$ cat config.mk
export PLATFORM = sky130hd
export DESIGN_NAME = leaf_link_arbiter
export DESIGN_NICKNAME = d
export VERILOG_FILES = /design/src/rtl/link_arb_pkg.sv /design/src/rtl/rr_arbiter.sv /design/src/rtl/leaf_link_arbiter.sv
export SDC_FILE = /design/constraint.sdc
export NUM_CORES = 1
export LEC_CHECK = 0
export BUFFER_PORTS_ARGS = -buffer_cell sky130_fd_sc_hd__buf_2
export CAP_MARGIN = 10
export CORE_AREA = 4 4 105 107
export DETAILED_ROUTE_END_ITERATION = 10
export DIE_AREA = 0 0 109 111
export HOLD_SLACK_MARGIN = 0.03
export PLACE_DENSITY_LB_ADDON = 0.25
export REMOVE_ABC_BUFFERS = 1
export SYNTH_ARGS = -nofsm -noshare
export SYNTH_HDL_FRONTEND = slang
export SYNTH_HIERARCHICAL = 1
export SYNTH_SLANG_ARGS = --single-unit
export TNS_END_PERCENT = 5
$ cat constraint.sdc
create_clock -name clk -period 2.2 [get_ports clk]
set_input_delay 0 -clock clk [delete_from_list [all_inputs] [get_ports clk]]
set_output_delay 0 -clock clk [all_outputs]
set_load 0.005 [all_outputs]
$ cat src/rtl/link_arb_pkg.sv
// Shared constants and state encoding for the root-hub leaf link scheduler.
package link_arb_pkg;
    localparam int         LINK_DATA_W   = 64;
    localparam int         LINK_DEST_MSB = 63;
    localparam logic [7:0] LINK_BCAST_ID = 8'hFF;

    typedef enum logic {IDLE, LOCKED} state_e;
endpackage

$ cat src/rtl/rr_arbiter.sv
// Round-robin pick: first requester at or after ptr, wrapping modulo N.
module rr_arbiter #(
    parameter int N  = 1,
    parameter int IW = 1
) (
    input  logic [N-1:0]  req,
    input  logic [IW-1:0] ptr,
    output logic [N-1:0]  gnt_oh,
    output logic [IW-1:0] gnt_idx,
    output logic          gnt_vld
);
    always_comb begin
        int k;
        gnt_oh  = '0;
        gnt_idx = '0;
        gnt_vld = 1'b0;
        k       = 0;
        for (int off = 0; off < N; off++) begin
            k = int'(ptr) + off;
            if (k >= N) k = k - N;
            if (!gnt_vld && req[k]) begin
                gnt_vld   = 1'b1;
                gnt_oh[k] = 1'b1;
                gnt_idx   = IW'(k);
            end
        end
    end
endmodule

$ cat src/rtl/leaf_link_arbiter.sv
// Root-hub link scheduler: round-robin packet-atomic upstream merge of leaf channels,
// destination-steered (or broadcast) downstream fan-out to the leaves.
module leaf_link_arbiter
    import link_arb_pkg::*;
#(
    parameter int         NUM_LEAVES = 1,
    parameter int         DATA_WIDTH = LINK_DATA_W,
    parameter int         DEST_MSB   = LINK_DEST_MSB,
    parameter logic [7:0] BCAST_ID   = LINK_BCAST_ID
) (
    input  logic                             clk,
    input  logic                             reset,
    input  logic [DATA_WIDTH*NUM_LEAVES-1:0] leaf_rx_data,
    input  logic [NUM_LEAVES-1:0]            leaf_rx_valid,
    input  logic [NUM_LEAVES-1:0]            leaf_rx_last,
    output logic [NUM_LEAVES-1:0]            leaf_rx_ready,
    output logic [DATA_WIDTH-1:0]            up_tx_data,
    output logic                             up_tx_valid,
    output logic                             up_tx_last,
    output logic [7:0]                       up_tx_src,
    input  logic                             up_tx_ready,
    input  logic [DATA_WIDTH-1:0]            root_rx_data,
    input  logic                             root_rx_valid,
    output logic                             root_rx_ready,
    output logic [DATA_WIDTH*NUM_LEAVES-1:0] leaf_tx_data,
    output logic [NUM_LEAVES-1:0]            leaf_tx_valid,
    input  logic [NUM_LEAVES-1:0]            leaf_tx_ready,
    output logic                             bad_dest
);
    localparam int IW = (NUM_LEAVES > 1) ? $clog2(NUM_LEAVES) : 1;

    state_e                  state_q, state_d;
    logic [IW-1:0]           lock_q, lock_d, rr_ptr_q, rr_ptr_d;
    logic [DATA_WIDTH-1:0]   up_data_q, up_data_d;
    logic                    up_valid_q, up_valid_d, up_last_q, up_last_d;
    logic [7:0]              up_src_q, up_src_d;
    logic [NUM_LEAVES-1:0]   sent_q, sent_d;
    logic                    bad_dest_q, bad_dest_d;

    logic [NUM_LEAVES-1:0]   arb_req, gnt_oh, lock_oh, target;
    logic [IW-1:0]           arb_ptr, gnt_idx, gnt_next;
    logic                    gnt_vld, gnt_last, slot_free, load, root_hs;
    logic [7:0]              dest;

    rr_arbiter #(.N(NUM_LEAVES), .IW(IW)) u_rr (
        .req     (arb_req),
        .ptr     (arb_ptr),
        .gnt_oh  (gnt_oh),
        .gnt_idx (gnt_idx),
        .gnt_vld (gnt_vld)
    );

    // While a packet is in flight the arbiter only sees the locked leaf.
    always_comb begin
        lock_oh = NUM_LEAVES'(1) << lock_q;
        arb_req = leaf_rx_valid;
        arb_ptr = rr_ptr_q;
        if (state_q == LOCKED) begin
            arb_req = leaf_rx_valid & lock_oh;
            arb_ptr = lock_q;
        end
        slot_free     = !up_valid_q || up_tx_ready;
        load          = gnt_vld && slot_free;
        leaf_rx_ready = (slot_free && reset) ? gnt_oh : '0;
        gnt_last      = leaf_rx_last[gnt_idx];
        gnt_next      = (gnt_idx == IW'(NUM_LEAVES - 1)) ? '0 : gnt_idx + 1'b1;
    end

    always_comb begin
        state_d    = state_q;
        lock_d     = lock_q;
        rr_ptr_d   = rr_ptr_q;
        up_data_d  = up_data_q;
        up_valid_d = up_valid_q;
        up_last_d  = up_last_q;
        up_src_d   = up_src_q;
        if (load) begin
            up_data_d  = leaf_rx_data[gnt_idx*DATA_WIDTH +: DATA_WIDTH];
            up_valid_d = 1'b1;
            up_last_d  = gnt_last;
            up_src_d   = 8'(gnt_idx) + 8'd1;
            case (state_q)
                IDLE: begin
                    rr_ptr_d = gnt_next;
                    if (!gnt_last) begin
                        state_d = LOCKED;
                        lock_d  = gnt_idx;
                    end
                end
                LOCKED: if (gnt_last) state_d = IDLE;
                default: state_d = IDLE;
            endcase
        end else if (up_tx_ready) begin
            up_valid_d = 1'b0;
            up_last_d  = 1'b0;
        end
    end

    assign up_tx_data  = up_data_q;
    assign up_tx_valid = up_valid_q;
    assign up_tx_last  = up_last_q;
    assign up_tx_src   = up_src_q;

    assign dest = root_rx_data[DEST_MSB -: 8];

    for (genvar i = 0; i < NUM_LEAVES; i++) begin : g_leaf
        assign target[i] = (dest == BCAST_ID) || (dest == 8'(i + 1));
        assign leaf_tx_data[i*DATA_WIDTH +: DATA_WIDTH] = root_rx_data;
    end

    // sent remembers which broadcast targets already took the current word.
    always_comb begin
        leaf_tx_valid = {NUM_LEAVES{root_rx_valid}} & target & ~sent_q;
        root_rx_ready = &(~target | sent_q | leaf_tx_ready);
        root_hs       = root_rx_valid && root_rx_ready;
        sent_d        = root_hs ? '0 : (sent_q | (leaf_tx_valid & leaf_tx_ready));
        bad_dest_d    = root_hs && (target == '0);
    end

    assign bad_dest = bad_dest_q;

    always_ff @(posedge clk or negedge reset) begin
        if (!reset) begin
            state_q    <= IDLE;
            lock_q     <= '0;
            rr_ptr_q   <= '0;
            up_data_q  <= '0;
            up_valid_q <= 1'b0;
            up_last_q  <= 1'b0;
            up_src_q   <= '0;
            sent_q     <= '0;
            bad_dest_q <= 1'b0;
        end else begin
            state_q    <= state_d;
            lock_q     <= lock_d;
            rr_ptr_q   <= rr_ptr_d;
            up_data_q  <= up_data_d;
            up_valid_q <= up_valid_d;
            up_last_q  <= up_last_d;
            up_src_q   <= up_src_d;
            sent_q     <= sent_d;
            bad_dest_q <= bad_dest_d;
        end
    end
endmodule
==> run_results.csv, run 1 <==
group,metric,value,unit
clock_network,post_cts_buffers,0,
logic_synthesis,synth_seq_cells,72,
logic_synthesis,yosys_warnings,6,
floorplan,fp.dieW,109,um
clock_network,clockBufferDepth,2,
logic_synthesis,synth_top_area_share,46.83,%
placement,gp_congestion,0.7276,
logic_synthesis,synth_cells,317,
outcome,error_line,"[ERROR RSZ-0060] Max buffer count reached.",
floorplan,die_h,111,um
logic_synthesis,yosysSeqAreaShare,46.83,%
outcome,outcome,"did not finish",
floorplan,fp-row-count,37,
logic_synthesis,synth_edf_count,0,
logic_synthesis,synth_area_leaders,"dfrtp_1, buf_4, mux2_2, nor2b_1, mux2_4",
clock_network,root_buffer,"clkbuf_8",
placement,place.port_buffers,158,
floorplan,initial_utilization,37.95,%
clock_network,cts-resized-gates,0,
clock_network,cts_hold_repair.buffers,110,
logic_synthesis,synth_flop_cell,"dfrtp_1",
outcome,lastStage,"clock tree synthesis (4_1_cts)",
logic_synthesis,syn_area,3847,sq um
logic_synthesis,synth-async-reset-ratio,100.0,%
logic_synthesis,synth_area_leader_cell,"dfrtp_1",
floorplan,io_pins,277,
logic_synthesis,synth.avg_cell_area,12.14,sq um
placement,hpwlAfterDp,8790,um
logic_synthesis,synth_cell_type_count,25,
clock_network,numCtsBuffers,9,
clock_network,htreeDepth,3,
clock_network,cts.sinks,72,
[stage by stage]
stage / area (sq um) / instances / hold WS (ns) / util (%) / setup slack, ns
floorplan: 3231 / 235 / -0.2956 / - / 0.4264
global placement: 4224 / 533 / -0.01091 / 41.66 / 0.4852
detailed placement: 4224 / 533 / -0.01177 / 41.66 / 0.4510
[logic make-up after synthesis]
kind of cell           synth area share [%]
DFF                                   46.83
muxes                                 21.89
and+or+nand+nor                       13.89
other                                0.1952
AOI/OAI and AO/OA                    0.3901
buffers and inverters                 16.81
[cells in the mapped netlist, drive strengths merged (2+ instances only)]
| master | count |
|---|---|
| inv | 3 |
| mux2i | 2 |
| dfrtp | 72 |
| nor2b | 52 |
| mux2 | 67 |
| clkbuf | 3 |
| nand2b | 2 |
| nand4 | 2 |
| conb | 2 |
| and2b | 14 |
| nor2 | 5 |
| buf | 84 |
==> run 2: changes to the inputs <==
--- a/config.mk
+++ b/config.mk
@@ -7,11 +7,10 @@
 export LEC_CHECK = 0
 export BUFFER_PORTS_ARGS = -buffer_cell sky130_fd_sc_hd__buf_2
 export CAP_MARGIN = 10
-export CORE_AREA = 4 4 105 107
+export CORE_AREA = 4 4 107 109
 export DETAILED_ROUTE_END_ITERATION = 10
-export DIE_AREA = 0 0 109 111
-export HOLD_SLACK_MARGIN = 0.03
-export PLACE_DENSITY_LB_ADDON = 0.25
+export DIE_AREA = 0 0 111 113
+export PLACE_DENSITY_LB_ADDON = 0.15
 export REMOVE_ABC_BUFFERS = 1
 export SYNTH_ARGS = -nofsm -noshare
 export SYNTH_HDL_FRONTEND = slang
==> run_results.csv, run 2 <==
group,metric,value,unit
outcome,outcome,"complete, no violations",
final_layout,nNetsFinal,556,
logic_synthesis,synth-async-reset-ratio,100.0,%
worst_setup_path,worstSetupPathType,"reg -> reg",
min_path,holdCritPathClass,"in -> out",
logic_synthesis,syn_area,3847,sq um
clock_network,htreeDepth,3,
timing,clock_skew,0.01250,ns
placement,hpwlAfterDp,9071,um
clock_network,root_buffer,"clkbuf_8",
routing,drc,0,
clock_network,clk_latency,0.33,ns
routing,drtIter0Drc,69,
timing,fmax,0.5917,GHz
min_path,holdPathStages,0,
clock_network,cts_tree,"done",
final_layout,drive_gt1_share,57.51,%
logic_synthesis,synth_area_leader_cell,"dfrtp_1",
placement,place_area,4229,sq um
worst_setup_path,ff2ff_path_depth,5,
global_routing,grt_pass1_wl,17180,um
routing,drtPass1Iterations,4,
global_routing,overflow,0,
timing,finalCritPeriodShare,76.83,%
routing,drtAntennaViolNets,0,
logic_synthesis,synth_cells,317,
clock_network,cts-resized-gates,0,
worst_setup_path,crit_arrival,1.91,ns
timing,rsz0062_at_grt,"no",
clock_network,clockBufferDepth,2,
timing,setup_viol,0,
floorplan,die_area,12540,sq um
logic_synthesis,synth_seq_cells,72,
floorplan,initial_utilization,36.29,%
global_routing,grt_pass1_vias,2769,
global_routing,track_usage,18.38,%
logic_synthesis,synthTopCellsByCount,"buf_4, dfrtp_1, nor2b_1, mux2_2, mux2_4",
pwr,p_leak,0.002457,uW
pwr,p_seq_share,44.9,%
global_routing,antenna_found_initial,0,
global_routing,grt_max_degree,68,
worst_setup_path,start_kind,"register",
pwr,clock_power_share,19.3,%
clock_network,path_clk_slew,0.08,ns
clock_network,post_cts_buffers,0,
logic_synthesis,synth_flop_cell,"dfrtp_1",
logic_synthesis,synth_cell_type_count,25,
logic_synthesis,synth_area_leaders,"dfrtp_1, buf_4, mux2_2, nor2b_1, mux2_4",
logic_synthesis,synth_edf_count,0,
final_layout,stdcell_area,4524,sq um
final_layout,final_common_cell,"buf_2",
clock_network,cts.sinks,72,
floorplan,fp.dieW,111,um
pwr,vdd_ir_drop_max,0.3978,mV
pwr,combPwrFrac,35.7,%
pwr,p_int,3273,uW
routing,via_per_inst,4.544,
floorplan,fp-row-count,38,
floorplan,core_area,10600,sq um
timing,finalSetupTns,0,ns
final_layout,finish.utilization,42.67,%
final_layout,largest_reg_flops,64,
final_layout,areaGrowthSynthToFinish,17.59,%
logic_synthesis,yosys_warnings,6,
worst_setup_path,crit_fanout,38,
routing,wire_per_inst,20.57,um
timing,hold_viol,0,
flow_run,drv_cap,0,
routing,totalWireLength,11640,um
placement,place.port_buffers,158,
pwr,switching_share,29.97,%
final_layout,mostFrequentLayoutCells,"buf_2, dfrtp_1, nor2b_1, mux2_2, mux2_4",
clock_network,numCtsBuffers,9,
logic_synthesis,post-synth-top-count-cell,"buf_4",
pwr,p_switching,1401,uW
logic_synthesis,synth.avg_cell_area,12.14,sq um
pwr,pwr_density_cell,1033,nW/um^2
floorplan,die_h,113,um
timing,max_slew_margin,60.46,%
final_layout,n_antenna_cell,0,
placement,gp_congestion,0.7645,
worst_setup_path,crit_path_end_kind,"register",
routing,vias,2572,
floorplan,io_pins,277,
timing,layout_min_cycle_time,1.690,ns
worst_setup_path,cp.required,2.42,ns
logic_synthesis,yosysSeqAreaShare,46.83,%
timing,tightest_slew,0.5931,ns
logic_synthesis,synth_top_area_share,46.83,%
timing,drv_slew,0,
-- run 2: cell counts after synthesis --
No cell type changed its count.
-- run 2: layout make-up --
cell class | instances | area (sq um)
tap | 140 | 175.2
clock inverter | 4 | 20.02
fill | 1059 | 6078
inverter | 3 | 11.26
clock buffer | 12 | 145.1
multi-input combinational | 160 | 1418
timing repair buffer | 175 | 953.4
sequential | 72 | 1802
-- run 2: stage by stage --
stage	power (uW)	hold slack [ns]	setup WS [ns]	cells
after detailed placement	3803	-0.03234	0.5086	537
after floorplan	2979	-0.2956	0.4264	235
final	4674	0.00005427	0.5098	566
after CTS	4751	0.00003650	0.5041	566
after global placement	3767	-0.02958	0.5644	537
after global routing	5008	0.00002340	0.4119	566
-- run 2: power by group through the flow --
stage               clock network (uW)  logic, uW  registers, uW
finish                             903       1670           2100
global route                       998       1840           2170
CTS                                945       1700           2110
detailed placement                   0       1680           2120
global placement                     0       1660           2110
floorplan                            0        826           2150
-- run 2: repair_timing --
action	CTS	global route
endpoints found under the hold margin	42	0
hold buffers	13	0
setup endpoints to repair	0	0
-- run 2: critical path, cell delays in order, from the launching register on --
cell and delay [ns]:
dfrtp_1 0.40, and2_1 0.14, nor2b_1 0.27, nand2_4 0.06, buf_4 0.31, mux2_4 0.37
-- run 2: logic make-up (layout without fill, tap and decap cells) --
logic type	count (synthesis)	after routing	share of synthesized area, %
compound gates	2	2	0.3901
other cells	2	7	0.1952
buf+inv	90	194	16.81
simple gates	82	82	13.89
mux	69	69	21.89
flops	72	72	46.83
-- run 2: per-layer routing --
layer | track usage, % | share of wire, %
met1 | 21.62 | 40
met5 | 4.314 | 0.43
met3 | 20.21 | 24
met4 | 4.926 | 0.78
met2 | 21.20 | 35
-- run 2: final timing paths --
kind / from / end / slack (ns)
worst max-delay path: state_q / up_tx_data[62] / 0.51
worst min register to register: up_tx_data[30] / up_tx_data[30] / 0.50
worst max register to register: state_q / up_tx_data[62] / 0.51
min in group asynchronous: reset / up_tx_data[38] / 0.14
worst min-delay path: root_rx_data[5] / leaf_tx_data[5] / 0.00005
max in group asynchronous: reset / up_tx_data[29] / 1.39
Power figures use the tool's default switching activity.
==> run 3: changes to the inputs <==
--- a/config.mk
+++ b/config.mk
@@ -7,9 +7,9 @@
 export LEC_CHECK = 0
 export BUFFER_PORTS_ARGS = -buffer_cell sky130_fd_sc_hd__buf_2
 export CAP_MARGIN = 10
-export CORE_AREA = 4 4 107 109
+export CORE_MARGIN = 4
+export CORE_UTILIZATION = 37
 export DETAILED_ROUTE_END_ITERATION = 10
-export DIE_AREA = 0 0 111 113
 export PLACE_DENSITY_LB_ADDON = 0.15
 export REMOVE_ABC_BUFFERS = 1
 export SYNTH_ARGS = -nofsm -noshare
==> constraint.sdc (replaced) <==
create_clock -name clk -period 1.43 [get_ports clk]
set_input_delay 0 -clock clk [delete_from_list [all_inputs] [get_ports clk]]
set_output_delay 0 -clock clk [all_outputs]
set_load 0.005 [all_outputs]
==> run_results.csv, run 3 (synthesis results as in run 2) <==
group,metric,value,unit
final_layout,fillers,956,
global_routing,grt_max_degree,68,
worst_setup_path,crit_arrival,1.65,ns
routing,drtIter0Drc,57,
floorplan,core_area,9955,sq um
final_layout,regArea,1802,sq um
final_layout,multi_input_area,1433,sq um
placement,place_area,4255,sq um
final_layout,final_cells,576,
worst_setup_path,critPathMaxStageDelay,0.38,ns
placement,gp_congestion,0.7437,
routing,totalWireLength,12100,um
final_layout,mostFrequentLayoutCells,"buf_2, dfrtp_1, nor2b_1, mux2_2, dlygate4sd3_1",
routing,wire_per_inst,21.00,um
worst_setup_path,worstReg2RegStart,"lock_q",
timing,finalCritPeriodShare,99.89,%
timing,hold_viol,0,
final_layout,areaGrowthSynthToFinish,24.65,%
min_path,holdPathStages,0,
worst_setup_path,reg2reg_to,"up_tx_data[14]",
timing,drv_slew,0,
placement,place.port_buffers,158,
clock_network,cts_tree,"done",
routing,vias,2714,
timing,layout_min_cycle_time,1.428,ns
timing,rsz0062_at_grt,"yes",
timing,setup_viol,0,
worst_setup_path,critPathSlowestCell,"dfrtp_1",
floorplan,fp-row-count,36,
worst_setup_path,ff2ff_path_depth,5,
worst_setup_path,cp.required,1.65,ns
floorplan,die_area,12090,sq um
final_layout,stdcell_area,4796,sq um
clock_network,path_clk_slew,0.08,ns
placement,hpwlAfterDp,8941,um
final_layout,n_antenna_cell,0,
routing,drc,0,
global_routing,overflow,0,
worst_setup_path,r2r_slack,0.002,ns
global_routing,antenna_found_initial,0,
floorplan,fp.dieW,110.0,um
flow_run,drv_cap,0,
outcome,outcome,"complete, no violations",
worst_setup_path,start_kind,"register",
pwr,p_leak,0.002572,uW
placement,placed_cells,533,
worst_setup_path,crit_chain,"and2_4 > nor2b_4 > nand2_4 > buf_12 > mux2_4",
routing,drtPass1Iterations,4,
floorplan,io_pins,277,
clock_network,clk_latency,0.34,ns
worst_setup_path,crit_fanout,38,
pwr,vdd_ir_drop_max,0.7003,mV
worst_setup_path,worstSetupPathType,"reg -> reg",
clock_network,root_buffer,"clkbuf_8",
final_layout,final_common_cell,"buf_2",
min_path,hold_path_startpoint,"root_rx_data[17]",
pwr,pwr_density_cell,1644,nW/um^2
final_layout,drive_gt1_share,56.88,%
min_path,holdCritPathClass,"in -> out",
final_layout,nNetsFinal,574,
clock_network,clockBufferDepth,2,
global_routing,track_usage,19.50,%
routing,via_per_inst,4.712,
floorplan,initial_utilization,38.65,%
timing,clock_skew,0.01220,ns
worst_setup_path,crit_path_end_kind,"register",
timing,fmax,0.7001,GHz
clock_network,cts.sinks,72,
floorplan,die_h,110.0,um
clock_network,numCtsBuffers,9,
global_routing,grt_pass1_vias,2699,
global_routing,grt_pass1_wl,17060,um
clock_network,htreeDepth,3,
routing,drtAntennaViolNets,0,
min_path,min_to,"leaf_tx_data[17]",
final_layout,largest_reg_flops,64,
run 3: worst max-delay path by stage:
stage                  from        endpoint  slack, ns  depth (start not counted)
floorplan           state_q   up_tx_data[0]      -0.34                          4
global placement     lock_q  up_tx_data[52]      -0.05                          5
detailed placement   lock_q  up_tx_data[38]      -0.06                          5
CTS                  lock_q   leaf_rx_ready      -0.02                          5
global route         lock_q   leaf_rx_ready      -0.04                          5
finish               lock_q  up_tx_data[14]      0.002                          5
run 3: final cells by class:
cell class | count | share of cell area [%]
Sequential cell | 72 | 37.57
Multi-Input combinational cell | 160 | 29.87
Timing Repair Buffer | 193 | 23.98
Tap cell | 133 | 3.470
Clock buffer | 10 | 2.661
Clock inverter | 5 | 2.218
Inverter | 3 | 0.2348
run 3: timing repair:
| action | in CTS | in global routing |
|---|---|---|
| hold endpoints to repair | 98 | 2 |
| setup buffers | 1 | 0 |
| setup endpoints to repair | 61 | 61 |
| resized for setup | 2 | 5 |
| hold buffers | 25 | 2 |
run 3: power by group:
group          switching, uW  internal (uW)  leakage (uW)  total [uW]
registers                417           2830      0.000922        3250
logic                   1060           1660       0.00154        2720
clock network            763           1150      0.000113        1920
run 3: layer usage:
layer,vias up,track usage (%),part of all wire [%]
met2,224,21.92,36
met5,-,15.18,1.8
met1,1280,25.24,43
met4,6,5.432,1.1
met3,14,16.95,19
li1,1190,-,-
run 3: stage by stage:
| step | setup TNS, ns | total power, uW | worst slack, ns | util (%) | hold slack (ns) |
|---|---|---|---|---|---|
| finish | 0 | 7886 | 0.001610 | 48.18 | 0.000009626 |
| global route | -0.7249 | 8439 | -0.04106 | 48.18 | 0.00002750 |
| CTS | -0.02986 | 7969 | -0.02118 | 47.75 | 0.00003458 |
| detailed placement | -2.461 | 5928 | -0.06384 | 42.75 | -0.09842 |
| global placement | -1.880 | 5871 | -0.05107 | 42.75 | -0.09628 |
| floorplan | -22.19 | 4583 | -0.3436 | - | -0.2956 |
run 3: worst max-delay path, delay by kind of cell, from the launching register on:
family	cells	cell delay, ns
buf+inv	1	0.19
simple gates	3	0.39
mux	1	0.32
flops	1	0.38
